$ cat src/rtl/memwb_pipe_stage.sv
// MEM/WB pipeline stage: valid/ready handshake, optional skid entry,
// flush, registered writeback select and saturating stall counter.
module memwb_pipe_stage #(
    parameter int DWIDTH = 32,
    parameter int AWIDTH = 32,
    parameter int RWIDTH = 5,
    parameter int SKID   = 1,
    parameter int CWIDTH = 16
) (
    input  logic              clk,
    input  logic              rst,
    input  logic              in_valid,
    output logic              in_ready,
    input  logic              flush,
    input  logic [1:0]        memtoregin,
    input  logic              regwrin,
    input  logic              finin,
    input  logic [RWIDTH-1:0] regdstmuxin,
    input  logic [DWIDTH-1:0] aluoutin,
    input  logic [DWIDTH-1:0] dmdatain,
    input  logic [AWIDTH-1:0] pcnextin,
    input  logic              negativein,
    input  logic [31:0]       insin,
    output logic              out_valid,
    input  logic              out_ready,
    output logic [1:0]        memtoregout,
    output logic              regwrout,
    output logic              finout,
    output logic [RWIDTH-1:0] regdstmuxout,
    output logic [DWIDTH-1:0] aluoutout,
    output logic [DWIDTH-1:0] dmdataout,
    output logic [AWIDTH-1:0] pcnextout,
    output logic              negativeout,
    output logic [31:0]       insout,
    output logic [DWIDTH-1:0] wbdataout,
    output logic [CWIDTH-1:0] stall_cnt
);

    typedef struct packed {
        logic [1:0]        memtoreg;
        logic              regwr;
        logic              fin;
        logic [RWIDTH-1:0] rd;
        logic [DWIDTH-1:0] alu;
        logic [DWIDTH-1:0] dm;
        logic [AWIDTH-1:0] pc;
        logic              neg;
        logic [31:0]       ins;
    } pl_t;

    pl_t               in_pl;
    pl_t               head_q, head_d;
    pl_t               skid_q, skid_d;
    logic              head_v_q, head_v_d;
    logic              skid_v_q, skid_v_d;
    logic [CWIDTH-1:0] cnt_q, cnt_d;
    logic              accept;
    logic              pop;
    logic [DWIDTH-1:0] pc_ext;

    // Bundle the incoming payload fields.
    always_comb begin
        in_pl          = '0;
        in_pl.memtoreg = memtoregin;
        in_pl.regwr    = regwrin;
        in_pl.fin      = finin;
        in_pl.rd       = regdstmuxin;
        in_pl.alu      = aluoutin;
        in_pl.dm       = dmdatain;
        in_pl.pc       = pcnextin;
        in_pl.neg      = negativein;
        in_pl.ins      = insin;
    end

    assign out_valid = head_v_q;
    assign in_ready  = (SKID != 0) ? ~skid_v_q
                                   : (~head_v_q | out_ready);
    assign accept    = in_valid & in_ready;
    assign pop       = head_v_q & out_ready;

    // Head/skid occupancy and payload movement, oldest entry in head.
    always_comb begin
        head_d   = head_q;
        head_v_d = head_v_q;
        skid_d   = skid_q;
        skid_v_d = skid_v_q;
        if (pop) begin
            if (skid_v_q) begin
                head_d   = skid_q;
                skid_v_d = 1'b0;
                if (accept) begin
                    skid_d   = in_pl;
                    skid_v_d = 1'b1;
                end
            end else if (accept) begin
                head_d = in_pl;
            end else begin
                head_v_d = 1'b0;
            end
        end else if (accept) begin
            if (!head_v_q) begin
                head_d   = in_pl;
                head_v_d = 1'b1;
            end else begin
                skid_d   = in_pl;
                skid_v_d = 1'b1;
            end
        end
        if (flush) begin
            head_d   = head_q;
            skid_d   = skid_q;
            head_v_d = 1'b0;
            skid_v_d = 1'b0;
        end
        if (SKID == 0) begin
            skid_d   = '0;
            skid_v_d = 1'b0;
        end
    end

    // Back-pressure counter, saturating at all-ones.
    always_comb begin
        cnt_d = cnt_q;
        if (head_v_q && !out_ready && !(&cnt_q)) begin
            cnt_d = cnt_q + CWIDTH'(1);
        end
    end

    // State registers with synchronous reset.
    always_ff @(posedge clk) begin
        if (rst) begin
            head_q   <= '0;
            skid_q   <= '0;
            head_v_q <= 1'b0;
            skid_v_q <= 1'b0;
            cnt_q    <= '0;
        end else begin
            head_q   <= head_d;
            skid_q   <= skid_d;
            head_v_q <= head_v_d;
            skid_v_q <= skid_v_d;
            cnt_q    <= cnt_d;
        end
    end

    generate
        if (AWIDTH >= DWIDTH) begin : g_pc_trunc
            assign pc_ext = head_q.pc[DWIDTH-1:0];
        end else begin : g_pc_zext
            assign pc_ext = {{(DWIDTH-AWIDTH){1'b0}}, head_q.pc};
        end
    endgenerate

    // Writeback data select from the head entry.
    always_comb begin
        wbdataout = '0;
        unique case (head_q.memtoreg)
            2'd0: wbdataout = head_q.alu;
            2'd1: wbdataout = head_q.dm;
            2'd2: wbdataout = pc_ext;
            2'd3: wbdataout = {{(DWIDTH-1){1'b0}}, head_q.neg};
        endcase
    end

    assign memtoregout  = head_q.memtoreg;
    assign regwrout     = head_q.regwr & head_v_q;
    assign finout       = head_q.fin & head_v_q;
    assign regdstmuxout = head_q.rd;
    assign aluoutout    = head_q.alu;
    assign dmdataout    = head_q.dm;
    assign pcnextout    = head_q.pc;
    assign negativeout  = head_q.neg;
    assign insout       = head_q.ins;
    assign stall_cnt    = cnt_q;

endmodule

$ cat config.mk
export PLATFORM = sky130hd
export DESIGN_NAME = memwb_pipe_stage
export DESIGN_NICKNAME = d
export VERILOG_FILES = /design/src/rtl/memwb_pipe_stage.sv
export SDC_FILE = /design/constraint.sdc
export NUM_CORES = 1
export LEC_CHECK = 0
export BUFFER_PORTS_ARGS = -buffer_cell sky130_fd_sc_hd__buf_4
export CORE_MARGIN = 4
export CORE_UTILIZATION = 25
export DETAILED_ROUTE_END_ITERATION = 10
export GPL_ROUTABILITY_DRIVEN = 0
export HOLD_SLACK_MARGIN = 0.15
export PLACE_DENSITY = 0.4
export SLEW_MARGIN = 10
export SYNTH_ARGS = -nofsm -noshare
export SYNTH_HDL_FRONTEND = slang
export SYNTH_SLANG_ARGS = --single-unit
$ cat constraint.sdc
create_clock -name clk -period 2.17 [get_ports clk]
set_input_delay 0.217 -clock clk [delete_from_list [all_inputs] [get_ports clk]]
set_output_delay 0.217 -clock clk [all_outputs]
set_load 0.02 [all_outputs]
Yosys cells after proc, flatten, opt, wreduce, memory -nomap -nowiden:

Cells that the tools add are included.

* latch bits: 0
* input port bits: 143
* memories: 0
* register bits: 294
* memory bits (read-only): 0
* bits in writable memories: 0

* multiply operators: 0
* bitwise logic cells: 6
* muxes and demuxes: 19
* shift operators: 0
* $add $sub $neg: 1
* order comparisons: 0
* eq/ne operators: 7
* div/mod/pow operators: 0
* reductions and logical operators: 14

Operators with widths (count)
* 2-to-1 mux 138 bit: 9
* one-hot mux 32 bit (4 select lines): 1
* adder 16 x 1 -> 16 bit (second input constant): 1
* AND reduction 16 bit: 1
* 2-to-1 mux 1 bit: 9
* AND reduction 4 bit: 2
* inequality test 2 bit (second input constant): 3
* nonzero test 2 bit: 3
* AND 1 bit: 4
* == test 2 bit (second input constant): 2
* AND reduction 3 bit: 1
* == test 2 x 1 -> 1 bit (second input constant): 1
* logical AND 1 bit: 2
* zero test 1 bit: 2
* zero test 2 bit: 1
* inequality test 2 x 1 -> 1 bit (second input constant): 1
* NOT 1 bit: 2
* AND reduction 2 bit: 1
* OR reduction 2 bit: 1

Depth between registers and ports, before layout:

* depth in word-level cells: 5
* depth in mapped cells: 7
* mapped depth without buffers: 5

Least setup slack after synthesis:

Ideal clock, no wire load.

* kind: reg-to-reg
* from: register head_v_q, in the netlist out_valid
* to: register cnt_q[13], in the netlist stall_cnt[13]
* slack: 0.408 ns
* buffers on the path: 1
* data arrival time: 1.641 ns
* required time: 2.049 ns
* setup time: 0.121 ns
* stages on the path, launching flop included: 6
* cells stage by stage: dfxtp_1 buf_4 and4b_2 nand3b_2 nor4_1 mux2_2

* word-level cells in the longest chain between the ends: 2

Ends and longest elaborated chain
* start, declared: line 54 `logic head_v_q, head_v_d;`
* start signal, assigned: line 140 `head_v_q <= head_v_d;`
* logical AND 1 bit (2 in a row): line 124 `if (head_v_q && !out_ready && !(&cnt_q)) begin`
* end signal, assigned: line 142 `cnt_q <= cnt_d;`
* end, declared: line 56 `logic [CWIDTH-1:0] cnt_q, cnt_d;`

Every way passes these cells.
A chain may end at the register's enable or synchronous reset.

Worst setup path in the final report:

* from: register head_q, in the netlist memtoregout[0]
* to: output port wbdataout[30]

* word-level cells in the longest chain between the ends: 2
* elaborated cells between the ends (all ways): 5

Ends and longest elaborated chain
* start, declared: line 52 `pl_t head_q, head_d;`
* start signal, assigned: line 132 `head_q <= '0;`
* start signal, assigned: line 138 `head_q <= head_d;`
* == test 2 bit (tied with other cells): line 157 `unique case (head_q.memtoreg)`
* one-hot mux 32 bit (4 select lines) *: line 157
* end, declared: line 35 `output logic [DWIDTH-1:0] wbdataout,`

Every way passes the cells marked *; elsewhere a longest branch is shown, timed or not.

==> summary.txt <==
Worst setup path
  – Critical Path End: wbdataout[30]
  – WP buf/inv: 1
  – Cell count along the critical path: 3
  – RR Endpoint: skid_q[47]
  – Critical Path Slowest Stage Cell: mux2i_1
  – Critical Path RT: 1950 ps
  – Crit-path cells: mux2i_1 > o21ai_0 > buf_4
  – Crit path largest cell delay: 520 ps
  – Crit path DAT: 1920 ps
  – Crit path capture type: primary output
  – Critical path launch point: memtoregout[0]
  – Crit Path Class: reg2out
  – Worst R2R Start: out_valid
  – Startpoint type of the worst setup path: register
  – Reg2reg path depth: 5
  – Reg2reg setup slack: 180 ps
  – Delay-heaviest family, CP: multiplexers
  – CP Max Fanout: 8

Timing
  – Final setup skew: 26.85 ps
  – RSZ-0062 raised after global routing: yes
  – Final Critical Period: 2136 ps
  – Fmax: 0.4682 GHz
  – Slew @ Worst Pin: 522.6 ps
  – Period Utilization, post-route: between 90% and 100%
  – Count of final max-slew check failures: 0
  – Finish-stage setup viols: 0
  – Hold Violations, Final: 0
  – Slew margin rel.: 64.16%

Global routing
  – First-pass GRT wire length: just under 70,000 µm
  – Grt total ovfl: 0
  – Largest net degree at the start of global routing: 81
  – Vias in the first global route: 11,317
  – GRT Total Usage: 15.32%
  – Initial antenna violation count: 8

Pwr
  – Int Pwr: 0.01040 W
  – Switching Share: 26.63%
  – Sequential share of power: between 40 and 50%
  – Power per Cell Area: 758.5 mW/mm²
  – Worst vdd ir: 551.4 µV
  – Sw Pwr: 0.003775 W
  – Leak: 8.023 nW
  – Comb power frac: between 10 and 15%
  – Clock power frac: 44.8%

Drt
  – DRT antenna net count: 0
  – Iteration-0 DRC Markers: ~470
  – Final wirelength: 45,950 µm
  – Via-to-Cell Ratio: about 4.5
  – Detailed-route via count: between 10,000 and 15,000
  – DRC violations left: 0
  – Average wire per standard cell: 17.71 µm
  – Detailed Routing Iterations Pass 1: 5

Logic synthesis
  – Unique masters post-synth: 41
  – Post-synth EDFFs: 0
  – Seq/Total Area, Yosys: between 40% and 50%
  – Synth Instances: between 1,500 and 2,000
  – Top cells by area, synth: dfxtp_1, mux2i_1, nand2_1
  – Share of the synthesized area in the top cell type: a little over two fifths
  – FF+latch count, synth: 294
  – Synth warn: 0
  – Average cell area after synthesis: 8.618 µm²
  – Async SR Flop Fraction: 0%
  – Top FF cell, synth: dfxtp_1
  – Syn nets: 1,711
  – Synthesized area: ~0.014 mm²
  – Yosys top cell by area: dfxtp_1

Clock network
  – Clock-pin slew on the worst setup and hold paths: ~60 ps
  – Clk sinks: 294
  – H-tree Lvls: 2
  – CTS root buffer: clkbuf_16
  – Clk Latency, worst-skew pair: 560 ps
  – TritonCTS clock tree: built
  – Clock buffer depth: 3
  – CTS Buf Count: 39

Die
  – Initial Util: 25.49%
  – Die area: roughly 0.058 mm²
  – Core Box Area: 0.05297 mm²
  – IO Pins: 331
  – Die extent in x: between 200 and 250 µm
  – Die H: 240.4 µm
  – Rows: between 80 and 90

Final layout
  – Filler cells: approximately 5,500
  – Layout cell share with drive strength beyond 1: about a quarter
  – Storage element area: 0.005891 mm²
  – Footprint of the multi-input gates: 0.006061 mm²
  – Final cell count without fillers: 2,594
  – Area delta synth->final: 38.42%
  – Fin nets: between 2,000 and 2,500
  – Final cell utilization of the core: about a third

Place
  – Placed cells: 2,378
  – Hpwl dp: ~32,000 µm
  – PortBufs: 330

Status
  – Status: finished clean

Min path
  – Hold path start: in_valid
  – Worst hold-check path type: in2reg

Job
  – Max-Cap Viols: 0
power groups by stage:
stage / clock network, W / registers [W] / logic (W)
final: 0.00636 / 0.00579 / 0.00204
after global placement: 0 / 0.00590 / 0.00181
after detailed placement: 0 / 0.00590 / 0.00182
after global routing: 0.00680 / 0.00582 / 0.00220
after floorplan: 0 / 0.00582 / 0.00118
after CTS: 0.00662 / 0.00579 / 0.00206
registers in the layout, indices dropped and copies added, names as in the netlist:
signal	cells
aluoutout	32
dmdataout	32
head_q	2
insout	32
memtoregout	2
negativeout	1
out_valid	1
pcnextout	32
regdstmuxout	5
skid_q	138
skid_v_q	1
stall_cnt	16
layout make-up:
cell class                      instances  area share [%]
Timing Repair Buffer                  522           24.50
Multi-Input combinational cell       1012           32.42
Clock buffer                           57           6.232
Antenna cell                            3         0.04016
Tap cell                              688           4.605
Clock inverter                         12          0.5689
Inverter                                6          0.1205
Sequential cell                       294           31.51
Yosys cell counts (6+ instances only):
master,instances
inv_1,6
buf_6,11
a21oi_1,151
a211oi_1,118
buf_2,59
a211oi_2,21
clkbuf_1,43
nand2_1,314
mux2i_1,170
dfxtp_1,294
buf_4,139
o21ai_0,34
nor2_1,145
how the worst min path moves through the flow:
stage	cells after the start	endpoint	slack (ps)
after floorplan	1	out_valid	300
after global placement	2	skid_q[39]	440
after detailed placement	2	skid_q[32]	450
after CTS	6	skid_q[7]	410
after global routing	2	skid_q[104]	460
final	6	skid_q[7]	450
stage by stage:
step	hold slack, ps	setup TNS [ps]	area, µm²	setup slack (ps)	power, W
6_report	445.8	0	18690	33.99	0.01418
5_1_grt	464.6	-126.6	18690	-37.76	0.01482
4_1_cts	409.1	-174.7	18650	-59.44	0.01447
3_5_place_dp	445.6	0	15900	157.9	0.007725
3_3_place_gp	440.4	0	15900	257.0	0.007712
2_1_floorplan	295.5	0	13500	408.3	0.007005
logic make-up (layout without fill, tap and decap cells):
| logic type | count (synthesis) | count (layout) | share of synthesized area, % |
|---|---|---|---|
| compound gates | 336 | 336 | 16.16 |
| fa+ha+maj | 1 | 1 | 0.09264 |
| buf+inv | 261 | 597 | 12.28 |
| flops | 294 | 294 | 43.58 |
| mux | 173 | 173 | 12.93 |
| other cells | 0 | 3 | 0 |
| simple gates | 502 | 502 | 14.95 |
what timing repair did:
action / in CTS / in global routing
hold buffers: 143 / 0
endpoints found under the setup margin: 30 / 11
cloned: 0 / 0
setup buffers: 1 / 0
hold endpoints to repair: 284 / 0
resized for setup: 10 / 9
per-layer routing:
layer,up-vias,track usage (%),share of wire [%],routed length [µm]
met2,241,24.27,45,20890
li1,5865,-,-,-
met3,62,3.372,5.1,2337
met4,8,4.302,2.1,969
met1,5390,21.08,47,21710
met5,-,0,0.091,42
layout by cell type (no fill, tap or decap), types with 2 or more instances in the layout:
master	Yosys	routed
buf_6	11	2
clkbuf_1	43	7
a211oi_2	21	21
nand2_1	314	314
dlygate4sd3_1	0	143
nor4_1	5	5
clkbuf_8	0	10
and2_1	3	3
buf_4	139	353
nand3_1	4	3
dfxtp_1	294	292
mux2i_1	170	156
mux2_2	2	2
clkbuf_16	0	40
nand4_1	3	3
or4_1	5	5
nor3_1	5	4
o31a_1	2	2
inv_1	6	6
buf_12	0	23
mux2i_4	0	2
nor2_1	145	145
a211oi_1	118	118
diode_2	0	3
mux2i_2	0	12
a21oi_1	151	151
or3_1	5	4
o21ai_0	34	34
nand2b_1	3	3
clkinv_2	0	7
o31ai_1	5	5
worst min-delay path: stages:
cell      delay [ps]
buf_4            120
nand2b_1         190
nor3_2           110
buf_4            180
nand2_1           70
a21oi_1           50
Power figures use the tool's default switching activity.
